`src/rtl/pc_branch_unit.sv`:
```
// rtl/pc_branch_unit.sv - program counter with run-time writable relative/absolute branch-target table
module pc_branch_unit #(
  parameter int             D     = 12,
  parameter int             A     = 5,
  parameter logic [D-1:0]   START = '0
) (
  input  logic         clk,
  input  logic         reset,
  input  logic         start,
  input  logic         halt,
  input  logic         br_taken,
  input  logic [A-1:0] br_sel,
  input  logic         wr_en,
  input  logic [A-1:0] wr_addr,
  input  logic [D-1:0] wr_data,
  input  logic         wr_abs,
  output logic [D-1:0] pc,
  output logic         running,
  output logic         done
);

  localparam int DEPTH = 2 ** A;

  typedef enum logic [1:0] {
    S_IDLE = 2'd0,
    S_RUN  = 2'd1,
    S_DONE = 2'd2
  } state_t;

  state_t         state;
  logic [D-1:0]   tbl_val [DEPTH];
  logic [DEPTH-1:0] tbl_abs;

  logic           bypass;
  logic [D-1:0]   sel_val;
  logic           sel_abs;
  logic [D-1:0]   branch_pc;
  logic [D-1:0]   inc_pc;

  // A write to the entry being branched through this cycle is forwarded,
  // so control never sees a stale target.
  always_comb begin
    bypass    = wr_en && (wr_addr == br_sel);
    sel_val   = bypass ? wr_data : tbl_val[br_sel];
    sel_abs   = bypass ? wr_abs  : tbl_abs[br_sel];
    // Same-width add is modulo 2**D, which is exactly sign-extended offset arithmetic.
    branch_pc = sel_abs ? sel_val : (pc + sel_val);
    inc_pc    = pc + D'(1);
  end

  always_ff @(posedge clk or posedge reset) begin
    if (reset) begin
      for (int i = 0; i < DEPTH; i++) begin
        tbl_val[i] <= '0;
      end
      tbl_abs <= '0;
    end else if (wr_en) begin
      tbl_val[wr_addr] <= wr_data;
      tbl_abs[wr_addr] <= wr_abs;
    end
  end

  always_ff @(posedge clk or posedge reset) begin
    if (reset) begin
      state   <= S_IDLE;
      pc      <= '0;
      running <= 1'b0;
      done    <= 1'b0;
    end else begin
      case (state)
        S_IDLE, S_DONE: begin
          if (start) begin
            state   <= S_RUN;
            pc      <= START;
            running <= 1'b1;
            done    <= 1'b0;
          end
        end
        S_RUN: begin
          if (halt) begin
            state   <= S_DONE;
            running <= 1'b0;
            done    <= 1'b1;
          end else if (br_taken) begin
            pc <= branch_pc;
          end else begin
            pc <= inc_pc;
          end
        end
        default: begin
          state   <= S_IDLE;
          running <= 1'b0;
          done    <= 1'b0;
        end
      endcase
    end
  end

endmodule

```
`config.mk`:
```
export PLATFORM = sky130hd
export DESIGN_NAME = pc_branch_unit
export DESIGN_NICKNAME = d
export VERILOG_FILES = /design/src/rtl/pc_branch_unit.sv
export SDC_FILE = /design/constraint.sdc
export NUM_CORES = 1
export LEC_CHECK = 0
export ABC_AREA = 0
export CORE_MARGIN = 2
export CORE_UTILIZATION = 40
export DETAILED_ROUTE_END_ITERATION = 6
export PLACE_DENSITY = 0.54
export SLEW_MARGIN = 20
export SYNTH_ARGS = -nofsm -noshare
export SYNTH_HDL_FRONTEND = slang
export SYNTH_SLANG_ARGS = --single-unit
```
`constraint.sdc`:
```
create_clock -name clk -period 22.8 [get_ports clk]
set_clock_uncertainty 0.2 [all_clocks]
set_input_delay 2.28 -clock clk [delete_from_list [all_inputs] [get_ports clk]]
set_output_delay 2.28 -clock clk [all_outputs]
set_load 0.01 [all_outputs]
```
==> qor.csv, run 1 <==
metric,value,unit
timing.fmax,137,MHz
grt_pass1_wl,78700,µm
critPathLaunchType,input port,
powerDensity,94.4,mW/mm²
synth_edf_count,0,
drv_cap,0,
setup_viol,0,
hp-start,tbl_abs[3]$_DFFE_PP0P_,
required,23110,ps
fin_hold_ws,276,ps
path_class,input port to flop,
ys_ff_latch,431,
drt-total-wl,50200,µm
worstPathCellList,buf_6 -> buf_4 -> buf_4 -> mux4_1 -> mux4_2 -> mux2i_1 -> o21ai_1 -> ha_1 -> a21o_1 -> a21oi_1 -> o211ai_1 -> a31o_2 -> a21oi_1 -> xnor2_1 -> mux2i_1 -> o21ai_1,
p_leak,10.2,nW
crit_fanout,37,
hpwl,30700,µm
synth_nets,1445,
clkLatencyLatePin,590,ps
die_area,0.0528,mm²
ios,43,
grt_max_degree,183,
cts_sinks,431,
fin_nets,1464,
r2r_start,tbl_val[48]$_DFFE_PP0P_,
cp.arrival,7610,ps
finalWorstPathRequiredPeriod,7290,ps
ys.flop_type,dfrtp_1,
synth.yosys.seq_area_share,0.529,
yosysWarningCount,0,
die_h,230,µm
viasPerCell,5.55,
synth_top_cell_by_area,dfrtp_1,
setup_tns,0,ps
min_path_type,flop to flop,
cpPeakStageDelay,740,ps
timing.rr.end,pc[10]$_DFFE_PP0P_,
placedCellCount,2043,
die_w,230,µm
postLayoutCellArea,0.0231,mm²
rrSetupSlack,18640,ps
grt_pass1_vias,12600,
synth_top_area_frac,0.529,
gp_congestion,0.769,
coreArea,0.0503,mm²
final_max_slew_viol_count,0,
layout.cells.non_filler,2132,
dr_total_vias,11800,
synthToLayoutAreaGrowth,13.1,%
initial_core_util,0.405,
grt_util_all_layers,0.197,
antenna_found_initial,1,
holdPathEnd,tbl_abs[3]$_DFFE_PP0P_,
rows,82,
n_antenna_cell,0,
reg2reg_depth,14,
wl_per_cell,23.6,µm
ys_async_sr_fraction,1.00,
finalHoldViolCount,0,
cts_tree,built,
critPathCaptureType,flop,
place_area,0.0214,mm²
ir_worst_vdd,0.0000597,V
overflow,0,
rsz0062_at_grt,false,
drive_gt1_frac,0.421,
synthesis.area,0.0204,mm²
yosysUniqueCellTypes,49,
synth_area_leaders,"dfrtp_1, mux2_2, mux4_2",
drt_iter0_drc,639,
clk_pin_slew_worst_paths,60,ps
fill_cells,4461,
htree_num_levels,2,
ant_nets,0,
syn_inst,1403,
finalPower,2.18,mW
slowest_stage,buf_4,
worst_slew_pin_slew,1020,ps
drc,0,
cts_resized,0,
firstDrtPassIters,5,
portBuffers,42,
root_buffer,clkbuf_16,
syn_avg_cell_area,14.5,µm²
hold_depth,2,
run_status,finished clean,
post_cts_buffers,0,
cts_buffer_depth,3,
cts_hold_buf,0,
period_share,0.320,
cts_buffers,47,
slew-limit-headroom,0.318,
==> per-layer routing <==
layer | share of wire | up-vias | GRT usage
met3 | 0.040 | 62 | 0.0293
met1 | 0.47 | 6308 | 0.283
li1 | - | 5228 | -
met2 | 0.47 | 230 | 0.312
met5 | 0 | - | 0
met4 | 0.020 | 0 | 0.0556
==> worst max-delay path, delay by kind of cell <==
family          cells  cell delay (ps)
compound gates      7             1390
buf+inv             3             1850
fa+ha+maj           1              390
xor+xnor            1              130
mux                 4             1490
==> cells in the final DEF, fill, tap and decap left out, types with 3 or more instances in the layout <==
| cell type | count |
|---|---|
| a21o_1 | 4 |
| a21oi_1 | 17 |
| a22oi_1 | 19 |
| and2_1 | 3 |
| and3_1 | 7 |
| buf_4 | 39 |
| bufinv_16 | 3 |
| clkbuf_1 | 10 |
| clkbuf_16 | 48 |
| clkbuf_8 | 14 |
| clkdlybuf4s50_1 | 39 |
| clkinv_2 | 9 |
| dfrtp_1 | 431 |
| ha_1 | 12 |
| inv_1 | 8 |
| mux2_2 | 368 |
| mux2i_1 | 18 |
| mux4_1 | 9 |
| mux4_2 | 113 |
| nand2_1 | 97 |
| nand3_1 | 9 |
| nand3b_1 | 5 |
| nor2_1 | 37 |
| nor2b_1 | 3 |
| nor3_1 | 5 |
| nor3b_1 | 5 |
| o21ai_0 | 62 |
| o21ai_1 | 15 |
| xnor2_1 | 10 |
| xor2_1 | 7 |
==> sequential cells by signal, summed over array words and instances (netlist names) <==
register	count
tbl_val	384
running	1
tbl_abs	32
pc	12
done	1
state	1
==> kinds of logic after synthesis <==
| kind of cell | Yosys count | synth area share |
|---|---|---|
| simple gates | 179 | 0.0387 |
| flops | 431 | 0.529 |
| xor+xnor | 17 | 0.00730 |
| compound gates | 131 | 0.0379 |
| mux | 510 | 0.350 |
| buf+inv | 122 | 0.0285 |
| fa+ha+maj | 13 | 0.00835 |
==> where the power goes <==
group | internal [mW] | leakage (nW) | switching (mW)
Clock | 0.466 | 0.793 | 0.314
Sequential | 0.915 | 5.53 | 0.0803
Combinational | 0.233 | 3.83 | 0.168
Total | 1.61 | 10.2 | 0.562
==> cell usage after synthesis, types with 6 or more instances <==
cell type,instances
a21oi_1,17
a22oi_1,19
and3_1,7
buf_1,6
buf_2,16
clkbuf_1,81
dfrtp_1,431
ha_1,12
inv_1,9
mux2_2,368
mux2i_1,18
mux4_1,9
mux4_2,113
nand2_1,97
nand3_1,9
nor2_1,37
o21ai_0,62
o21ai_1,15
xnor2_1,10
xor2_1,7
==> worst max path at each step <==
stage	start	to
after detailed placement	br_sel[0]	pc[10]$_DFFE_PP0P_
after CTS	br_sel[0]	pc[10]$_DFFE_PP0P_
after global routing	br_sel[0]	pc[10]$_DFFE_PP0P_
final	br_sel[0]	pc[10]$_DFFE_PP0P_
after global placement	br_sel[0]	pc[10]$_DFFE_PP0P_
after floorplan	reset	done$_DFFE_PP0P_
==> cell type report <==
type	instances	area, µm²	area share
Clock buffer	72	1430	0.0621
Clock inverter	15	168	0.00727
Inverter	9	41.3	0.00179
Multi-Input combinational cell	850	9020	0.391
Sequential cell	431	10800	0.468
Tap cell	672	841	0.0365
Timing Repair Buffer	83	774	0.0336
==> metrics by stage <==
stage / worst slack, ps / utilization
final: 15510 / 0.459
after global routing: 15000 / 0.459
after CTS: 15390 / 0.458
after detailed placement: 14780 / 0.426
after global placement: 14840 / 0.426
after floorplan: 8320 / -
No activity file was read; power rests on OpenSTA's default activity.
==> run 2, diff against run 1 <==
--- a/config.mk
+++ b/config.mk
@@ -9,7 +9,7 @@
 export CORE_MARGIN = 2
 export CORE_UTILIZATION = 40
 export DETAILED_ROUTE_END_ITERATION = 6
-export PLACE_DENSITY = 0.54
+export PLACE_DENSITY = 0.56
 export SLEW_MARGIN = 20
 export SYNTH_ARGS = -nofsm -noshare
 export SYNTH_HDL_FRONTEND = slang
==> constraint.sdc (replaced) <==
create_clock -name clk -period 6 [get_ports clk]
set_clock_uncertainty 0.2 [all_clocks]
set_input_delay 0.6 -clock clk [delete_from_list [all_inputs] [get_ports clk]]
set_output_delay 0.6 -clock clk [all_outputs]
set_load 0.01 [all_outputs]
==> run 2 against run 1 <==
Against the previous run:
- utilization about the same
- clock power increased to 3.7 times the previous value
- wire length decreased by 0.11%
- design area hardly changed
- flip-flop and latch count unchanged
- via count up 1.2%
- cell count is 0.42% higher
- sequential share of layout area is essentially flat
- highest routed layer unchanged
==> qor.csv, run 2 (synthesized netlist as in run 1, its figures left out) <==
metric,value,unit
clock_power_share,0.349,
die_area,0.0528,mm²
p_int,6.07,mW
finalHoldViolCount,0,
run_status,finished clean,
antenna_found_initial,0,
cts_buffers,47,
synthToLayoutAreaGrowth,13.1,%
setup_tns,0,ps
finalWorstPathRequiredPeriod,4300,ps
clk_pin_slew_worst_paths,60,ps
overflow,0,
cts_resized,0,
cts_buffer_depth,3,
top_layer,met4,
grt_pass1_wl,78800,µm
gp_congestion,0.793,
dr_total_vias,12000,
ir_worst_vdd,0.000177,V
switching_power,2.11,mW
initial_core_util,0.405,
crit_fanout,27,
clkLatencyLatePin,570,ps
die_w,230,µm
fin_nets,1475,
dr_wl_met3,1940,µm
largest_register_ffs,384,
worst_slew_pin_slew,1020,ps
min_path_type,input port to asynchronous set/reset pin,
cp.arrival,4550,ps
n_antenna_cell,0,
cts_tree,built,
p_leak,10.2,nW
drc,0,
largest_register,tbl_val,
critPathCaptureType,flop,
fin_hold_ws,236,ps
p_sw_frac,0.258,
seq_power_share,0.463,
die_h,230,µm
grt_util_all_layers,0.196,
final_cell_mix,"dfrtp_1, mux2_2, mux4_2",
critPathLaunchType,input port,
setup_viol,0,
cpPeakStageDelay,630,ps
required,6250,ps
firstDrtPassIters,5,
grt_pass1_vias,12600,
crit_family,multiplexers,
rows,82,
timing.fmax,233,MHz
final_max_slew_viol_count,0,
period_share,0.716,
coreArea,0.0503,mm²
ant_nets,0,
root_buffer,clkbuf_16,
top_regs,"tbl_val (384), tbl_abs (32), pc (12)",
drv_cap,0,
ios,43,
drt_iter0_drc,759,
path_class,input port to flop,
worstPathCellList,buf_6 -> buf_4 -> mux4_1 -> mux4_2 -> mux2i_1 -> o21ai_1 -> ha_1 -> nand3_1 -> o2111ai_1 -> a21o_1 -> a21oi_1 -> xnor2_1 -> mux2_4 -> o221ai_1 -> o21ai_1,
powerDensity,355,mW/mm²
fill_cells,4479,
cts_sinks,431,
p_comb_frac,0.188,
portBuffers,42,
wl_met1,23800,µm
hpwl,32000,µm
post_cts_buffers,0,
wl_met2,23500,µm
rsz0062_at_grt,false,
viasPerCell,5.59,
cts_hold_buf,0,
htree_num_levels,2,
slew-limit-headroom,0.319,
slowest_stage,mux4_1,
drive_gt1_frac,0.421,
crit_path_frequent_cell,o21ai_1,
drt-total-wl,50200,µm
wl_per_cell,23.4,µm
path_buf_inv,2,
layout_commonest_cell,dfrtp_1,
grt_max_degree,134,
-- run 2: worst paths after layout --
kind / slack (ps) / cells after the start / from / to
worst max-delay path: 1700 / 15 / br_sel[0] / pc[7]$_DFFE_PP0P_
worst min-delay path: 240 / 3 / reset / tbl_val[272]$_DFFE_PP0P_
worst max register to register: 1900 / 14 / tbl_val[0]$_DFFE_PP0P_ / pc[10]$_DFFE_PP0P_
worst min register to register: 280 / 2 / tbl_val[149]$_DFFE_PP0P_ / tbl_val[149]$_DFFE_PP0P_
max in group asynchronous: 3810 / 4 / reset / tbl_abs[13]$_DFFE_PP0P_
min in group clk: 280 / 2 / tbl_val[149]$_DFFE_PP0P_ / tbl_val[149]$_DFFE_PP0P_
-- run 2: worst min-delay path, stage by stage --
cell and delay [ps]:
clkdlybuf4s50_1 440, clkinvlp_4 130, buf_4 160
-- run 2: metrics by stage --
step	setup WS (ps)	power, mW	util	cells	area [µm²]
floorplan	-619	4.93	-	1403	20400
global placement	1100	5.32	0.428	2056	21500
detailed placement	1070	5.38	0.428	2056	21500
CTS	1670	8.27	0.458	2141	23000
global route	1360	8.60	0.458	2141	23000
finish	1700	8.18	0.458	2141	23000
-- run 2: layout make-up --
cell class	count	area, µm²	share of cell area
multi-input cells	850	9020	0.391
clock buffers	75	1420	0.0617
clock inverters	10	106	0.00461
inverters	9	37.5	0.00163
well taps	672	841	0.0365
flip-flops and latches	431	10800	0.468
repair buffers	94	842	0.0365
-- run 2: layer usage --
layer  global-route usage  vias up
met3               0.0304       63
met4               0.0458        0
met2                0.313      233
met1                0.282     6424
met5                    0        -
li1                     -     5248
-- run 2: power by group through the flow --
stage	clock network (mW)	logic, mW	registers, mW
global placement	0	1.51	3.81
global route	3.06	1.68	3.85
finish	2.86	1.54	3.78
CTS	2.94	1.55	3.78
floorplan	0	1.19	3.74
detailed placement	0	1.55	3.83
==> run 3, diff against run 2 <==
==> constraint.sdc (replaced) <==
create_clock -name clk -period 3.61 [get_ports clk]
set_clock_uncertainty 0.2 [all_clocks]
set_input_delay 0.361 -clock clk [delete_from_list [all_inputs] [get_ports clk]]
set_output_delay 0.361 -clock clk [all_outputs]
set_load 0.01 [all_outputs]
==> run 3 against run 2 <==
Against the previous run:
- the run now ends with setup timing left
- total power grew 74%
- count of clock-buffer cells in the layout grew 4
- non-clock buffer count grew 106
- critical path type is now flop to flop
- critical endpoint is now pc[10]$_DFFE_PP0P_
==> qor.csv, run 3 (synthesized netlist as in run 1, its figures left out) <==
metric,value,unit
initial_core_util,0.405,
htree_num_levels,2,
p_int,10.6,mW
firstDrtPassIters,5,
overflow,0,
portBuffers,42,
gp_congestion,0.820,
fin_ws,-43.0,ps
final_max_slew_viol_count,0,
rsz0062_at_grt,true,
violations,setup timing,
clock_power_share,0.356,
ir_worst_vdd,0.000347,V
rows,82,
finalHoldViolCount,0,
drc,0,
cts_tree,built,
cts_buffer_depth,3,
fin_nets,1583,
reg2reg_depth,14,
rrSetupSlack,-40,ps
synthToLayoutAreaGrowth,18.5,%
grt_pass1_wl,82200,µm
r2r_start,tbl_val[12]$_DFFE_PP0P_,
finish.utilization,0.481,
min_path_type,input port to asynchronous set/reset pin,
viasPerCell,5.49,
grt_util_all_layers,0.205,
finalWorstPathRequiredPeriod,3650,ps
p_leak,10.8,nW
final_cell_mix,"dfrtp_1, mux2_2, buf_4",
drive_gt1_frac,0.472,
die_area,0.0528,mm²
path_class,flop to flop,
largest_register_ffs,384,
top_regs,"tbl_val (384), tbl_abs (32), pc (12)",
seq_power_share,0.442,
coreArea,0.0503,mm²
cp.arrival,3970,ps
cts_buffers,49,
layout.cells.non_filler,2251,
p_sw_frac,0.259,
slew-limit-headroom,0.424,
layout_commonest_cell,dfrtp_1,
drv_cap,0,
n_antenna_cell,0,
dr_total_vias,12400,
period_share,1.01,
clkLatencyLatePin,590,ps
clk_pin_slew_worst_paths,60,ps
grt_max_degree,157,
wl_per_cell,23.3,µm
largest_register,tbl_val,
antenna_found_initial,0,
hpwl,34700,µm
root_buffer,clkbuf_16,
die_w,230,µm
powerDensity,590,mW/mm²
ant_nets,0,
timing.rr.end,pc[10]$_DFFE_PP0P_,
timing.fmax,274,MHz
drt-total-wl,52400,µm
setup_viol,2,
required,3920,ps
switching_power,3.70,mW
cts_sinks,431,
cts_hold_buf,0,
p_comb_frac,0.202,
worst_slew_pin_slew,865,ps
grt_pass1_vias,13000,
drt_iter0_drc,916,
placedCellCount,2148,
ios,43,
critPathCaptureType,flop,
crit_fanout,2,
run_status,finished with violations,
critPathLaunchType,flop,
die_h,230,µm
[run 3: cell count changes in the layout (fill, tap and decap cells not counted), moves of 3 or more]
cell,before,now
buf_12,3,12
o21ai_2,0,3
a21oi_2,1,7
buf_4,50,141
a21oi_1,17,11
buf_6,1,7
clkbuf_16,47,51
[run 3: area by class of cell]
class	instances	area [µm²]
clock buffers	79	1510
fillers	4402	26100
inverters	9	37.5
flip-flops and latches	431	10800
repair buffers	200	1770
multi-input cells	850	9080
clock inverters	10	133
well taps	672	841
[run 3: metrics by stage]
| step | instance area (µm²) | hold slack [ps] | worst slack [ps] | power (mW) | TNS (ps) |
|---|---|---|---|---|---|
| after floorplan | 20500 | 242 | -2770 | 8.22 | -1194510 |
| after global placement | 22400 | 254 | -492 | 9.06 | -2830 |
| after detailed placement | 22400 | 268 | -476 | 9.15 | -2950 |
| after CTS | 24100 | 170 | -26.4 | 14.3 | -62.0 |
| after global routing | 24200 | 202 | -204 | 14.9 | -672 |
| final | 24200 | 140 | -43.0 | 14.3 | -56.9 |
[run 3: how the worst max path moves through the flow]
stage / startpoint / end / slack, ps
2_1_floorplan: reset / done$_DFFE_PP0P_ / -2770
3_3_place_gp: br_sel[3] / pc[7]$_DFFE_PP0P_ / -490
3_5_place_dp: br_sel[3] / pc[7]$_DFFE_PP0P_ / -480
4_1_cts: tbl_val[12]$_DFFE_PP0P_ / pc[10]$_DFFE_PP0P_ / -30
5_1_grt: tbl_val[110]$_DFFE_PP0P_ / pc[10]$_DFFE_PP0P_ / -200
6_report: tbl_val[12]$_DFFE_PP0P_ / pc[10]$_DFFE_PP0P_ / -40
[run 3: power by group through the flow]
| stage | clock (mW) | combinational (mW) | sequential [mW] |
|---|---|---|---|
| after floorplan | 0 | 2.00 | 6.22 |
| after global placement | 0 | 2.71 | 6.35 |
| after detailed placement | 0 | 2.78 | 6.37 |
| after CTS | 5.20 | 2.84 | 6.29 |
| after global routing | 5.39 | 3.13 | 6.42 |
| final | 5.08 | 2.88 | 6.30 |
[run 3: repair_timing]
action,4_1_cts,5_1_grt
buffers inserted,13,1
resized for setup,1,15
endpoints found under the setup margin,4,8
pin swaps,2,6
[run 3: per-layer routing]
layer / wire length (µm) / GRT usage / up-vias
li1: - / - / 5463
met1: 25000 / 0.296 / 6617
met2: 24500 / 0.327 / 211
met3: 1910 / 0.0325 / 77
met4: 1070 / 0.0512 / 0
met5: 0 / 0 / -
[run 3: critical path, stage by stage (launching register included)]
cell and delay [ps]:
dfrtp_1 380, mux4_2 470, mux4_2 550, mux2i_1 180, o21ai_1 110, ha_2 200
fa_2 350, a21o_1 180, a21oi_2 140, o211ai_1 120, a31o_2 230, a21oi_2 140
xnor2_1 120, mux2i_1 80, o21ai_1 110
